[src/rtl/bj_pkg.sv]
// ============================================================================
// Module   : bj_pkg
// Purpose  : Shared branch funct3 codes, BHT counter type and its update rule.
// Revision : 1.0 - initial release
// ============================================================================
`default_nettype none

package bj_pkg;

  localparam logic [2:0] F3_BEQ  = 3'b000;
  localparam logic [2:0] F3_BNE  = 3'b001;
  localparam logic [2:0] F3_BLT  = 3'b100;
  localparam logic [2:0] F3_BGE  = 3'b101;
  localparam logic [2:0] F3_BLTU = 3'b110;
  localparam logic [2:0] F3_BGEU = 3'b111;

  typedef enum logic [1:0] {
    SNT = 2'b00,
    WNT = 2'b01,
    WT  = 2'b10,
    ST  = 2'b11
  } bht_cnt_t;

  function automatic bht_cnt_t sat_update(input bht_cnt_t cnt, input logic taken);
    logic [1:0] v;
    v = cnt;
    if (taken && (v != 2'b11)) begin
      v = v + 2'b01;
    end else if (!taken && (v != 2'b00)) begin
      v = v - 2'b01;
    end
    return bht_cnt_t'(v);
  endfunction

endpackage

`default_nettype wire

[src/rtl/branch_predict_resolve_bht_table.sv]
// ============================================================================
// Module   : bht_table
// Purpose  : Direct-mapped table of 2-bit saturating counters, async reset,
//            one combinational read port and one synchronous update port.
// Revision : 1.0 - initial release
// ============================================================================
`default_nettype none

module bht_table
  import bj_pkg::*;
#(
  parameter int         IDX_W    = 6,
  parameter logic [1:0] CNT_INIT = 2'b01
) (
  input  logic             clk_i,
  input  logic             rst_i,
  input  logic [IDX_W-1:0] rd_idx_i,
  output bht_cnt_t         rd_cnt_o,
  input  logic             wr_en_i,
  input  logic [IDX_W-1:0] wr_idx_i,
  input  logic             wr_taken_i
);

  localparam int DEPTH = 2 ** IDX_W;

  bht_cnt_t bht_q [DEPTH];

  // Reads see only the registered table, so a same-cycle update appears next cycle.
  assign rd_cnt_o = bht_q[rd_idx_i];

  always_ff @(posedge clk_i or posedge rst_i) begin
    if (rst_i) begin
      for (int i = 0; i < DEPTH; i++) begin
        bht_q[i] <= bht_cnt_t'(CNT_INIT);
      end
    end else if (wr_en_i) begin
      bht_q[wr_idx_i] <= sat_update(bht_q[wr_idx_i], wr_taken_i);
    end
  end

endmodule

`default_nettype wire

[src/rtl/branch_predict_resolve.sv]
// ============================================================================
// Module   : branch_predict_resolve
// Purpose  : EX-stage branch/jump resolution, BHT prediction and training,
//            mispredict flagging and performance counters.
// Revision : 1.0 - initial release
// ============================================================================
`default_nettype none

module branch_predict_resolve
  import bj_pkg::*;
#(
  parameter int         XLEN     = 32,
  parameter int         IDX_W    = 6,
  parameter logic [1:0] CNT_INIT = 2'b01,
  parameter int         PERF_W   = 32
) (
  input  logic              i_clk,
  input  logic              i_rst,
  input  logic [XLEN-1:0]   i_f_pc,
  output logic              o_f_pred_taken,
  input  logic              i_ex_valid,
  input  logic [XLEN-1:0]   i_ex_pc,
  input  logic              i_Branch,
  input  logic              i_Jump,
  input  logic [2:0]        i_Funct3,
  input  logic              i_Zero,
  input  logic              i_Lt,
  input  logic              i_Ltu,
  input  logic              i_ex_pred_taken,
  output logic              o_B_J_result,
  output logic              o_mispredict,
  output logic              o_illegal_br,
  output logic [PERF_W-1:0] o_br_count,
  output logic [PERF_W-1:0] o_mp_count
);

  logic [IDX_W-1:0]  w_f_idx;
  logic [IDX_W-1:0]  w_ex_idx;
  bht_cnt_t          w_f_cnt;
  logic              w_taken;
  logic              w_illegal;
  logic              w_resolved;
  logic              w_train;
  logic [PERF_W-1:0] br_count_q, br_count_d;
  logic [PERF_W-1:0] mp_count_q, mp_count_d;
  logic              w_unused_pc;

  // Word-aligned PCs: bits [1:0] and upper bits do not select an entry.
  assign w_f_idx     = i_f_pc[IDX_W+1:2];
  assign w_ex_idx    = i_ex_pc[IDX_W+1:2];
  assign w_unused_pc = ^{i_f_pc[XLEN-1:IDX_W+2], i_f_pc[1:0],
                         i_ex_pc[XLEN-1:IDX_W+2], i_ex_pc[1:0]};

  bht_table #(
    .IDX_W    (IDX_W),
    .CNT_INIT (CNT_INIT)
  ) u_bht (
    .clk_i      (i_clk),
    .rst_i      (i_rst),
    .rd_idx_i   (w_f_idx),
    .rd_cnt_o   (w_f_cnt),
    .wr_en_i    (w_train),
    .wr_idx_i   (w_ex_idx),
    .wr_taken_i (w_taken)
  );

  assign o_f_pred_taken = w_f_cnt[1];

  always_comb begin
    w_taken   = 1'b0;
    w_illegal = 1'b0;
    if (i_ex_valid) begin
      if (i_Branch) begin
        case (i_Funct3)
          F3_BEQ:  w_taken = i_Zero;
          F3_BNE:  w_taken = ~i_Zero;
          F3_BLT:  w_taken = i_Lt;
          F3_BGE:  w_taken = ~i_Lt;
          F3_BLTU: w_taken = i_Ltu;
          F3_BGEU: w_taken = ~i_Ltu;
          default: w_illegal = 1'b1;
        endcase
      end else if (i_Jump) begin
        w_taken = 1'b1;
      end
    end
  end

  assign w_resolved   = i_ex_valid & (i_Branch | i_Jump) & ~w_illegal;
  assign w_train      = i_ex_valid & i_Branch & ~w_illegal;
  assign o_B_J_result = w_taken;
  assign o_illegal_br = w_illegal;
  assign o_mispredict = w_resolved & (w_taken != i_ex_pred_taken);

  assign br_count_d = w_resolved   ? br_count_q + PERF_W'(1) : br_count_q;
  assign mp_count_d = o_mispredict ? mp_count_q + PERF_W'(1) : mp_count_q;

  always_ff @(posedge i_clk or posedge i_rst) begin
    if (i_rst) begin
      br_count_q <= '0;
      mp_count_q <= '0;
    end else begin
      br_count_q <= br_count_d;
      mp_count_q <= mp_count_d;
    end
  end

  assign o_br_count = br_count_q;
  assign o_mp_count = mp_count_q;

endmodule

`default_nettype wire

[config.mk]
export PLATFORM = sky130hd
export DESIGN_NAME = branch_predict_resolve
export DESIGN_NICKNAME = d
export VERILOG_FILES = /design/src/rtl/bj_pkg.sv /design/src/rtl/branch_predict_resolve_bht_table.sv /design/src/rtl/branch_predict_resolve.sv
export SDC_FILE = /design/constraint.sdc
export NUM_CORES = 1
export LEC_CHECK = 0
export CORE_UTILIZATION = 40
export CTS_CLUSTER_DIAMETER = 150
export DETAILED_ROUTE_END_ITERATION = 12
export MAX_ROUTING_LAYER = met4
export PLACE_DENSITY_LB_ADDON = 0.2
export SETUP_SLACK_MARGIN = 0.15
export SYNTH_ARGS = -nofsm -noshare
export SYNTH_HDL_FRONTEND = slang
export SYNTH_SLANG_ARGS = --single-unit
[constraint.sdc]
create_clock -name i_clk -period 7.6 [get_ports i_clk]
set_input_delay 0.76 -clock i_clk [delete_from_list [all_inputs] [get_ports i_clk]]
set_output_delay 0.76 -clock i_clk [all_outputs]
set_load 0.005 [all_outputs]
==> reports/results.tsv, run 1 <==
metric	value	unit
post-synthesis register bit count	192	
FFs w/ async S/R, synth	100	%
Yosys cell types	62	
Via density	5.33	
fmax	194	MHz
post-synthesis sequential area ratio	49.6	%
layout cell share with drive strength beyond 1	20.2	%
fin util	47.5	%
main combinational cell family by area after synthesis	simple AND/OR/NAND/NOR gates	
largest stage delay on the critical path	0.76	ns
DRC viols	0	
Worst Max-Slew Pin Slew	1.23	ns
RSZ-0062 raised after global routing	no	
initial antenna violation count	0	
maximum VDD drop	0.110	mV
# diodes	0	
EDFF count, synth	0	
core area	24200	um2
post-synthesis compound-gate area fraction	12.3	%
Initial Utilization	40.6	%
power share of the clock group	36.5	%
Sequential cell area	4880	um2
Final Hold Violating Endpoints	0	
# port buffers	91	
Placer Congestion	0.834	
vias in the first global route	7023	
cts repair resizes	0	
post-synthesis adder-cell area fraction	0.508	%
crit path launch	i_ex_pc[2]	
Worst Skew	0.0153	ns
post-layout min period	5.16	ns
post-synthesis net count	1011	
max-slew violation count	0	
Worst R2R Start	u_bht.bht_q[64]	
Crit Path Class	in -> reg	
fin area	11500	um2
die height	159	um
hold_ws	0.469	ns
Startpoint Class	input port	
first-pass GRT wire length	39.6	mm
CP endpoint kind	flip-flop	
combinational power share	14.7	%
Synth Instances	931	
Simple-Gate Fraction of Synth Area	17.1	%
final antenna-violating net count	0	
I/O Pins	144	
die width	159	um
Sw Ratio	29.5	%
Int Pwr	1.71	mW
Routed WL	24.4	mm
Setup-failing EPs final	0	
Req. time, crit path	7.96	ns
Main synth FF type	dfrtp_1	
Seq pwr share	48.8	%
worst skew pair latency	0.45	ns
Hold-fix buffers, CTS	0	
gr ovfl total	0	
routed len/inst	18.1	um
CP cell instances	clkdlybuf4s50_1 > buf_4 > clkinv_1 > a221o_1 > a221oi_2 > o2111ai_1 > nor4_4 > inv_1 > ha_1 > mux2i_1 > mux2_2 > buf_4 > o21ai_0	
relative slew slack	17.4	%
CP arrival	5.52	ns
Power Dens Cells	210	nW/um2
die area	25200	um2
worst-path fanout max	24	
Clock transition at path regs	0.09	ns
CP dominant cell by count	buf_4	
Period Utilization, post-route	67.9	%
Clock Tree Root	clkbuf_16	
Max Cap Viol	0	
layout overhead on the synthesized area	17.1	%
yosys warns	0	
hpwl dp	16.0	mm
# H-tree levels	4	
first drt pass iteration count	5	
post-synthesis mux area share	11.0	%
CTS Sinks	192	
Final #Nets	1094	
xor/xnor share of the synthesized area	5.68	%
Layout fillers	2302	
Leakage	4.57	nW
vias	7192	
site row count	57	
setup tns final	0	ns
CTS Buf Count	17	
largest net degree at the start of global routing	126	
CTS tree	built	
Post-CTS Setup Bufs	0	
clock buffer depth	2	
total track usage	20.7	%
R2R Setup Slk	3.51	ns
DR iter-0 viols	420	
sw power	0.714	mW
placed instance area	10900	um2
Hold Startpoint	o_br_count[31]	
Hold Crit Class	reg -> reg	
mapped cell area	9840	um2
mean post-synth cell area	10.6	um2
status	finished, final reports clean	
Multi-input gate area	4600	um2
CP max stage cell	mux2_2	
worst paths after layout:
| check | endpoint | cells past startpoint |
|---|---|---|
| max in group asynchronous | o_mp_count[3] | 3 |
| hold reg to reg | o_br_count[31] | 1 |
| setup / recovery | u_bht.bht_q[8] | 13 |
| min in group asynchronous | o_br_count[13] | 2 |
| hold / removal | o_br_count[31] | 1 |
| setup reg to reg | u_bht.bht_q[8] | 11 |
Yosys cell counts, drive strengths merged, types with 5 or more instances:
cell type  count  share of area (%)
a21oi         10               0.51
a221o          5               0.51
a221oi         5               0.51
and3          21                1.3
buf           31                2.9
clkbuf        10               0.39
dfrtp        128                 33
dfstp         64                 17
inv           10               0.38
mux2          10                1.1
mux2i         20                2.0
mux4          34                7.8
nand2        227                8.7
nand3         35                1.8
nand3b         5               0.38
nand4         16                1.0
nor2          27                1.0
nor2b          5               0.32
nor3          10               0.51
o21ai        135                8.5
o22ai          6               0.38
xnor2         52                4.6
xor2          11                1.1
layout by cell type (no fill, tap or decap), types with 14 or more instances in the layout:
cell / synthesis / layout
nor2_1: 27 / 27
buf_4: 10 / 14
dfstp_2: 64 / 64
and3_1: 21 / 21
xnor2_1: 52 / 52
clkdlybuf4s50_1: 0 / 89
mux2i_1: 20 / 20
nand3_1: 35 / 35
dfrtp_1: 128 / 128
mux4_2: 34 / 34
o21ai_2: 40 / 40
o21ai_1: 36 / 36
nand2_1: 227 / 227
nand4_1: 16 / 16
o21ai_0: 58 / 58
clkbuf_16: 0 / 17
per-stage QoR:
stage | instances | setup slack [ns] | total power [mW]
after floorplan | 931 | 1.72 | 1.42
after global placement | 1319 | 2.06 | 1.55
after detailed placement | 1319 | 1.99 | 1.56
after CTS | 1350 | 2.46 | 2.45
after global routing | 1350 | 2.16 | 2.53
final | 1350 | 2.44 | 2.42
sequential cells by signal, summed over array words and instances (netlist names):
name,flops
o_br_count,32
o_mp_count,32
u_bht.bht_q,128
critical path: cells and delay by family:
kind,cells,cell delay (ns)
buffers and inverters,5,1.82
multiplexers,2,1.21
AO/OA/AOI/OAI,4,1.09
AND/OR/NAND/NOR,1,0.35
adder cells (fa/ha/maj),1,0.22
metal layers:
metal	track usage [%]	vias up	wire length [um]
li1	-	3475	-
met1	29.8	3489	11900
met2	29.8	200	10700
met3	4.02	28	1360
met4	5.94	0	444
met5	-	-	0
kinds of logic after synthesis:
family                     after synthesis
AOI/OAI and AO/OA                      185
xor gates and xnor gates                63
adders and majority gates                4
buffers and inverters                   53
DFF                                    192
muxes                                   64
and+or+nand+nor                        370
layout make-up:
class                           count  share of cell area (%)
Sequential cell                   192                    42.4
Multi-Input combinational cell    686                    39.9
Timing Repair Buffer              105                    8.73
Clock buffer                       17                    3.69
Tap cell                          324                    3.52
Clock inverter                     14                    1.31
Inverter                           12                   0.456
power groups by stage:
stage	clock network [mW]	logic, mW	registers, mW
final	0.885	0.355	1.18
after global routing	0.950	0.389	1.20
after CTS	0.905	0.358	1.18
after detailed placement	0	0.357	1.20
after global placement	0	0.355	1.20
after floorplan	0	0.235	1.18
Power figures use the tool's default switching activity.
==> inputs of run 2 (changes only) <==
clock period = 4.55 ns   (was 7.6 ns; I/O delays follow)
==> reports/results.tsv, run 2 (synthesis results as in run 1) <==
metric	value	unit	change
CP max stage cell	clkdlybuf4s50_1		was mux2_2
largest stage delay on the critical path	0.74	ns	was 0.76 ns
Startpoint Class	input port		unchanged
# H-tree levels	4		unchanged
DR iter-0 viols	427		was 420
gr ovfl total	0		unchanged
# port buffers	91		unchanged
Placer Congestion	0.834		about the same
Clock Tree Root	clkbuf_16		unchanged
CTS Buf Count	17		unchanged
I/O Pins	144		unchanged
DRC viols	0		unchanged
Period Utilization, post-route	83.6	%	
Hold-fix buffers, CTS	0		unchanged
layout overhead on the synthesized area	19.1	%	was 17.1%
Post-CTS Setup Bufs	0		unchanged
Seq pwr share	48.2	%	was 48.8%
sw power	1.20	mW	was 0.714 mW
Tot Pwr	4.10	mW	was 2.42 mW
RSZ-0062 raised after global routing	no		unchanged
routed len/inst	18.0	um	was 18.1 um
final antenna-violating net count	0		unchanged
FF-to-FF path depth	13		was 11
core area	24200	um2	unchanged
crit path launch	i_f_pc[3]		was i_ex_pc[2]
worst skew pair latency	0.44	ns	was 0.45 ns
Initial Utilization	40.6	%	unchanged
CP endpoint kind	primary output		was flip-flop
vias in the first global route	7244		was 7023
vias	7265		was 7192
Req. time, crit path	4.09	ns	was 7.96 ns
largest net degree at the start of global routing	76		was 126
Worst R2R End	u_bht.bht_q[20]		was u_bht.bht_q[8]
Via density	5.31		was 5.33
# diodes	0		unchanged
max-slew violation count	0		unchanged
most frequent cells in the layout	nand2_1, dfrtp_1, clkdlybuf4s50_1		unchanged
Worst Skew	0.0132	ns	was 0.0153 ns
Crit Path Class	in -> out		was in -> reg
Layout fillers	2284		was 2302
CP arrival	3.35	ns	was 5.52 ns
initial antenna violation count	0		unchanged
fmax	263	MHz	
Clock transition at path regs	0.07	ns	was 0.09 ns
max FFs per register	128		unchanged
final setup slack of the worst path	0.748	ns	was 2.44 ns
Worst R2R Start	u_bht.bht_q[64]		unchanged
maximum VDD drop	0.192	mV	was 0.110 mV
post-layout min period	3.80	ns	
CTS tree	built		unchanged
hold endpoint	u_bht.bht_q[122]		was o_br_count[31]
first-pass GRT wire length	40.2	mm	was 39.6 mm
most common cell after layout, fill and taps aside	nand2_1		unchanged
worst hold stages	2		was 1
Routed WL	24.7	mm	was 24.4 mm
power share of the clock group	36.8	%	was 36.5%
Setup-failing EPs final	0		unchanged
Hold Startpoint	u_bht.bht_q[122]		was o_br_count[31]
CP dominant cell by count	mux4_2		was buf_4
R2R Setup Slk	1.13	ns	was 3.51 ns
CP cell instances	clkdlybuf4s50_1 > buf_4 > buf_4 > mux4_2 > mux4_2 > mux4_2 > clkdlybuf4s50_1		was clkdlybuf4s50_1 > buf_4 > clkinv_1 > a221o_1 > a221oi_2 > o2111ai_1 > nor4_4 > inv_1 > ha_1 > mux2i_1 > mux2_2 > buf_4 > o21ai_0
site row count	57		unchanged
die area	25200	um2	unchanged
placed instance area	11100	um2	was 10900 um2
pre-CTS WS	0.366	ns	was 1.99 ns
Sw Ratio	29.3	%	was 29.5%
Hold Crit Class	reg -> reg		unchanged
Placed Cells	1336		was 1319
die height	159	um	unchanged
first drt pass iteration count	5		unchanged
die width	159	um	unchanged
Final #Nets	1111		was 1094
setup tns final	0	ns	unchanged
Worst Max-Slew Pin Slew	1.16	ns	was 1.23 ns
clock buffer depth	2		unchanged
cts repair resizes	0		unchanged
layout cell share with drive strength beyond 1	21.6	%	was 20.2%
Final Non-Filler Cells	1368		was 1350
Int Pwr	2.90	mW	was 1.71 mW
total track usage	20.9	%	was 20.7%
hold_ws	0.471	ns	was 0.469 ns
fin util	48.4	%	was 47.5%
status	finished, final reports clean		unchanged
Most flops, register	u_bht.bht_q		unchanged
Leakage	4.69	nW	was 4.57 nW
combinational power share	14.9	%	was 14.7%
Power Dens Cells	350	nW/um2	was 210 nW/um2
fin area	11700	um2	was 11500 um2
Max Cap Viol	0		unchanged
CTS Sinks	192		unchanged
worst-path fanout max	6		was 24
hpwl dp	16.9	mm	was 16.0 mm
relative slew slack	22.2	%	was 17.4%
Final Hold Violating Endpoints	0		unchanged
==> run 2: cell count changes in the layout (fill, tap and decap cells not counted), moves of 3 or more <==
| cell | change |
|---|---|
| buf_12 | +5 |
| clkinv_4 | -3 |
| buf_4 | +12 |
| inv_6 | +3 |
==> run 2: critical path, delay by kind of cell <==
| kind | cells | cell delay [ns] |
|---|---|---|
| buf+inv | 4 | 1.62 |
| mux | 3 | 1.25 |
==> run 2: per-layer routing <==
layer	part of all wire, %	wire length, um	GRT usage, %
met5	0	0	-
met4	2.2	541	5.90
met3	7.4	1820	5.64
met2	44	10800	30.3
met1	47	11600	28.8
==> run 2: power by group through the flow <==
| stage | Sequential [mW] | Clock [mW] | Combinational, mW |
|---|---|---|---|
| floorplan | 1.98 | 0 | 0.392 |
| global placement | 2.00 | 0 | 0.610 |
| detailed placement | 2.01 | 0 | 0.619 |
| CTS | 1.98 | 1.56 | 0.622 |
| global route | 2.00 | 1.62 | 0.676 |
| finish | 1.98 | 1.51 | 0.613 |
==> run 2: final cells by class <==
type,count,area (um2),area share (%)
flip-flops and latches,192,4880,41.7
multi-input cells,686,4600,39.2
repair buffers,122,1190,10.2
clock buffers,18,439,3.75
well taps,324,405,3.46
clock inverters,14,160,1.37
inverters,12,48.8,0.416
==> run 2: worst max-delay path by stage <==
stage	end	slack [ns]
final	o_f_pred_taken	0.75
after detailed placement	u_bht.bht_q[30]	0.37
after global routing	u_bht.bht_q[24]	0.58
after global placement	u_bht.bht_q[26]	0.42
after CTS	o_f_pred_taken	0.76
after floorplan	u_bht.bht_q[112]	1.30
==> inputs of run 3 (changes only) <==
clock period = 3.6 ns   (was 4.55 ns; I/O delays follow)
==> reports/results.tsv, run 3 (synthesis results as in run 1) <==
metric	value	unit	change
Final #Nets	1145		was 1111
met2 wire len	11.5	mm	was 10.8 mm
setup tns final	0	ns	unchanged
vias	7343		was 7265
fin util	49.7	%	was 48.4%
Via density	5.24		was 5.31
Multi-input gate area	4590	um2	was 4600 um2
Most flops, register	u_bht.bht_q		unchanged
DRC viols	0		unchanged
max FFs per register	128		unchanged
CP endpoint kind	primary output		unchanged
CTS Buf Count	17		unchanged
first drt pass iteration count	4		was 5
Final Hold Violating Endpoints	0		unchanged
layout cell share with drive strength beyond 1	23.8	%	was 21.6%
initial antenna violation count	0		unchanged
WL met1	11.9	mm	was 11.6 mm
gr ovfl total	0		unchanged
metal3 WL	1.58	mm	was 1.82 mm
Max Cap Viol	0		unchanged
# port buffers	91		unchanged
Leakage	4.89	nW	was 4.69 nW
# diodes	0		unchanged
worst-path fanout max	9		was 6
die height	159	um	unchanged
Power Dens Cells	431	nW/um2	was 350 nW/um2
status	finished, final reports clean		unchanged
Placer Congestion	0.870		was 0.834
Clock transition at path regs	0.07	ns	about the same
core area	24200	um2	unchanged
Layout fillers	2261		was 2284
Hold Crit Class	in -> async		was reg -> reg
Sequential cell area	4880	um2	unchanged
highest metal used	met4		unchanged
DR iter-0 viols	371		was 427
Initial Utilization	40.6	%	unchanged
final antenna-violating net count	0		unchanged
layout overhead on the synthesized area	22.5	%	was 19.1%
Crit Path Class	in -> out		unchanged
worst skew pair latency	0.45	ns	was 0.44 ns
most frequent cells in the layout	nand2_1, dfrtp_1, clkdlybuf4s50_1		unchanged
relative slew slack	49.3	%	was 22.2%
Setup-failing EPs final	0		unchanged
Routed WL	25.3	mm	was 24.7 mm
Placed Cells	1369		was 1336
clock buffer depth	2		unchanged
Period Utilization, post-route	94.8	%	
post-layout min period	3.41	ns	
Worst Max-Slew Pin Slew	0.760	ns	was 1.16 ns
Worst Skew	0.0135	ns	was 0.0132 ns
first-pass GRT wire length	41.8	mm	was 40.2 mm
die width	159	um	unchanged
routed len/inst	18.0	um	about the same
# H-tree levels	4		unchanged
Startpoint Class	input port		unchanged
crit path launch	i_f_pc[3]		unchanged
hpwl dp	17.8	mm	was 16.9 mm
most common cell after layout, fill and taps aside	nand2_1		unchanged
site row count	57		unchanged
Clock Tree Root	clkbuf_16		unchanged
I/O Pins	144		unchanged
CP arrival	3.05	ns	was 3.35 ns
fmax	293	MHz	
Hold-fix buffers, CTS	0		unchanged
RSZ-0062 raised after global routing	no		unchanged
total track usage	21.9	%	was 20.9%
Final Non-Filler Cells	1402		was 1368
die area	25200	um2	unchanged
Req. time, crit path	3.24	ns	was 4.09 ns
Worst R2R Start	u_bht.bht_q[64]		unchanged
vias in the first global route	7491		was 7244
Post-CTS Setup Bufs	0		unchanged
max-slew violation count	0		unchanged
maximum VDD drop	0.297	mV	was 0.192 mV
CTS Sinks	192		unchanged
largest net degree at the start of global routing	50		was 76
CTS tree	built		unchanged
-- run 3: changes by cell type in the layout (fill, tap and decap cells not counted), sizes merged --
cell	previous run	this run
dlygate4sd2	0	1
clkinv	7	5
buf	34	67
inv	18	17
clkdlybuf4s50	88	87
clkinvlp	1	4
bufbuf	0	1
-- run 3: repair_timing --
| item | in CTS | in global routing |
|---|---|---|
| gates cloned | 1 | 0 |
| resized for setup | 1 | 1 |
| setup endpoints to repair | 1 | 1 |
-- run 3: metal layers --
| metal | vias to the layer above | GRT usage, % |
|---|---|---|
| li1 | 3570 | - |
| met1 | 3564 | 29.9 |
| met2 | 190 | 33.0 |
| met3 | 19 | 5.30 |
| met4 | 0 | 5.11 |
| met5 | - | - |
-- run 3: path summary, 6_finish.rpt --
check	to	slack, ns	cells past startpoint
max	o_f_pred_taken	0.19	6
min	u_bht.bht_q[115]	0.40	2
max reg2reg	u_bht.bht_q[20]	0.38	12
min reg2reg	u_bht.bht_q[72]	0.47	2
max in group asynchronous	u_bht.bht_q[92]	2.38	3
min in group i_clk	u_bht.bht_q[72]	0.47	2
-- run 3: through the flow --
stage / cell area [um2] / hold WS [ns] / power [mW] / worst slack (ns)
after CTS: 12100 / 0.408 / 5.25 / 0.211
after detailed placement: 11500 / 0.461 / 3.36 / 0.0561
after global routing: 12100 / 0.443 / 5.44 / 0.180
after global placement: 11500 / 0.458 / 3.34 / 0.119
after floorplan: 9850 / 0.452 / 2.99 / 0.449
final: 12100 / 0.397 / 5.20 / 0.187
-- run 3: layout make-up --
cell class / instances / area share, %
Clock buffer: 18 / 3.56
Clock inverter: 14 / 1.21
Inverter: 12 / 0.405
Multi-Input combinational cell: 686 / 38.0
Sequential cell: 192 / 40.5
Tap cell: 324 / 3.36
Timing Repair Buffer: 156 / 12.9
-- run 3: report_power, final --
group | switching [mW] | internal (mW)
registers | 0.148 | 2.35
clock network | 0.951 | 0.928
logic | 0.423 | 0.402
total | 1.52 | 3.68
-- run 3: critical path: stages --
cell	delay (ns)
clkdlybuf4s50_1	0.64
buf_6	0.23
mux4_2	0.35
mux4_2	0.54
mux4_2	0.47
clkdlybuf4s50_1	0.45
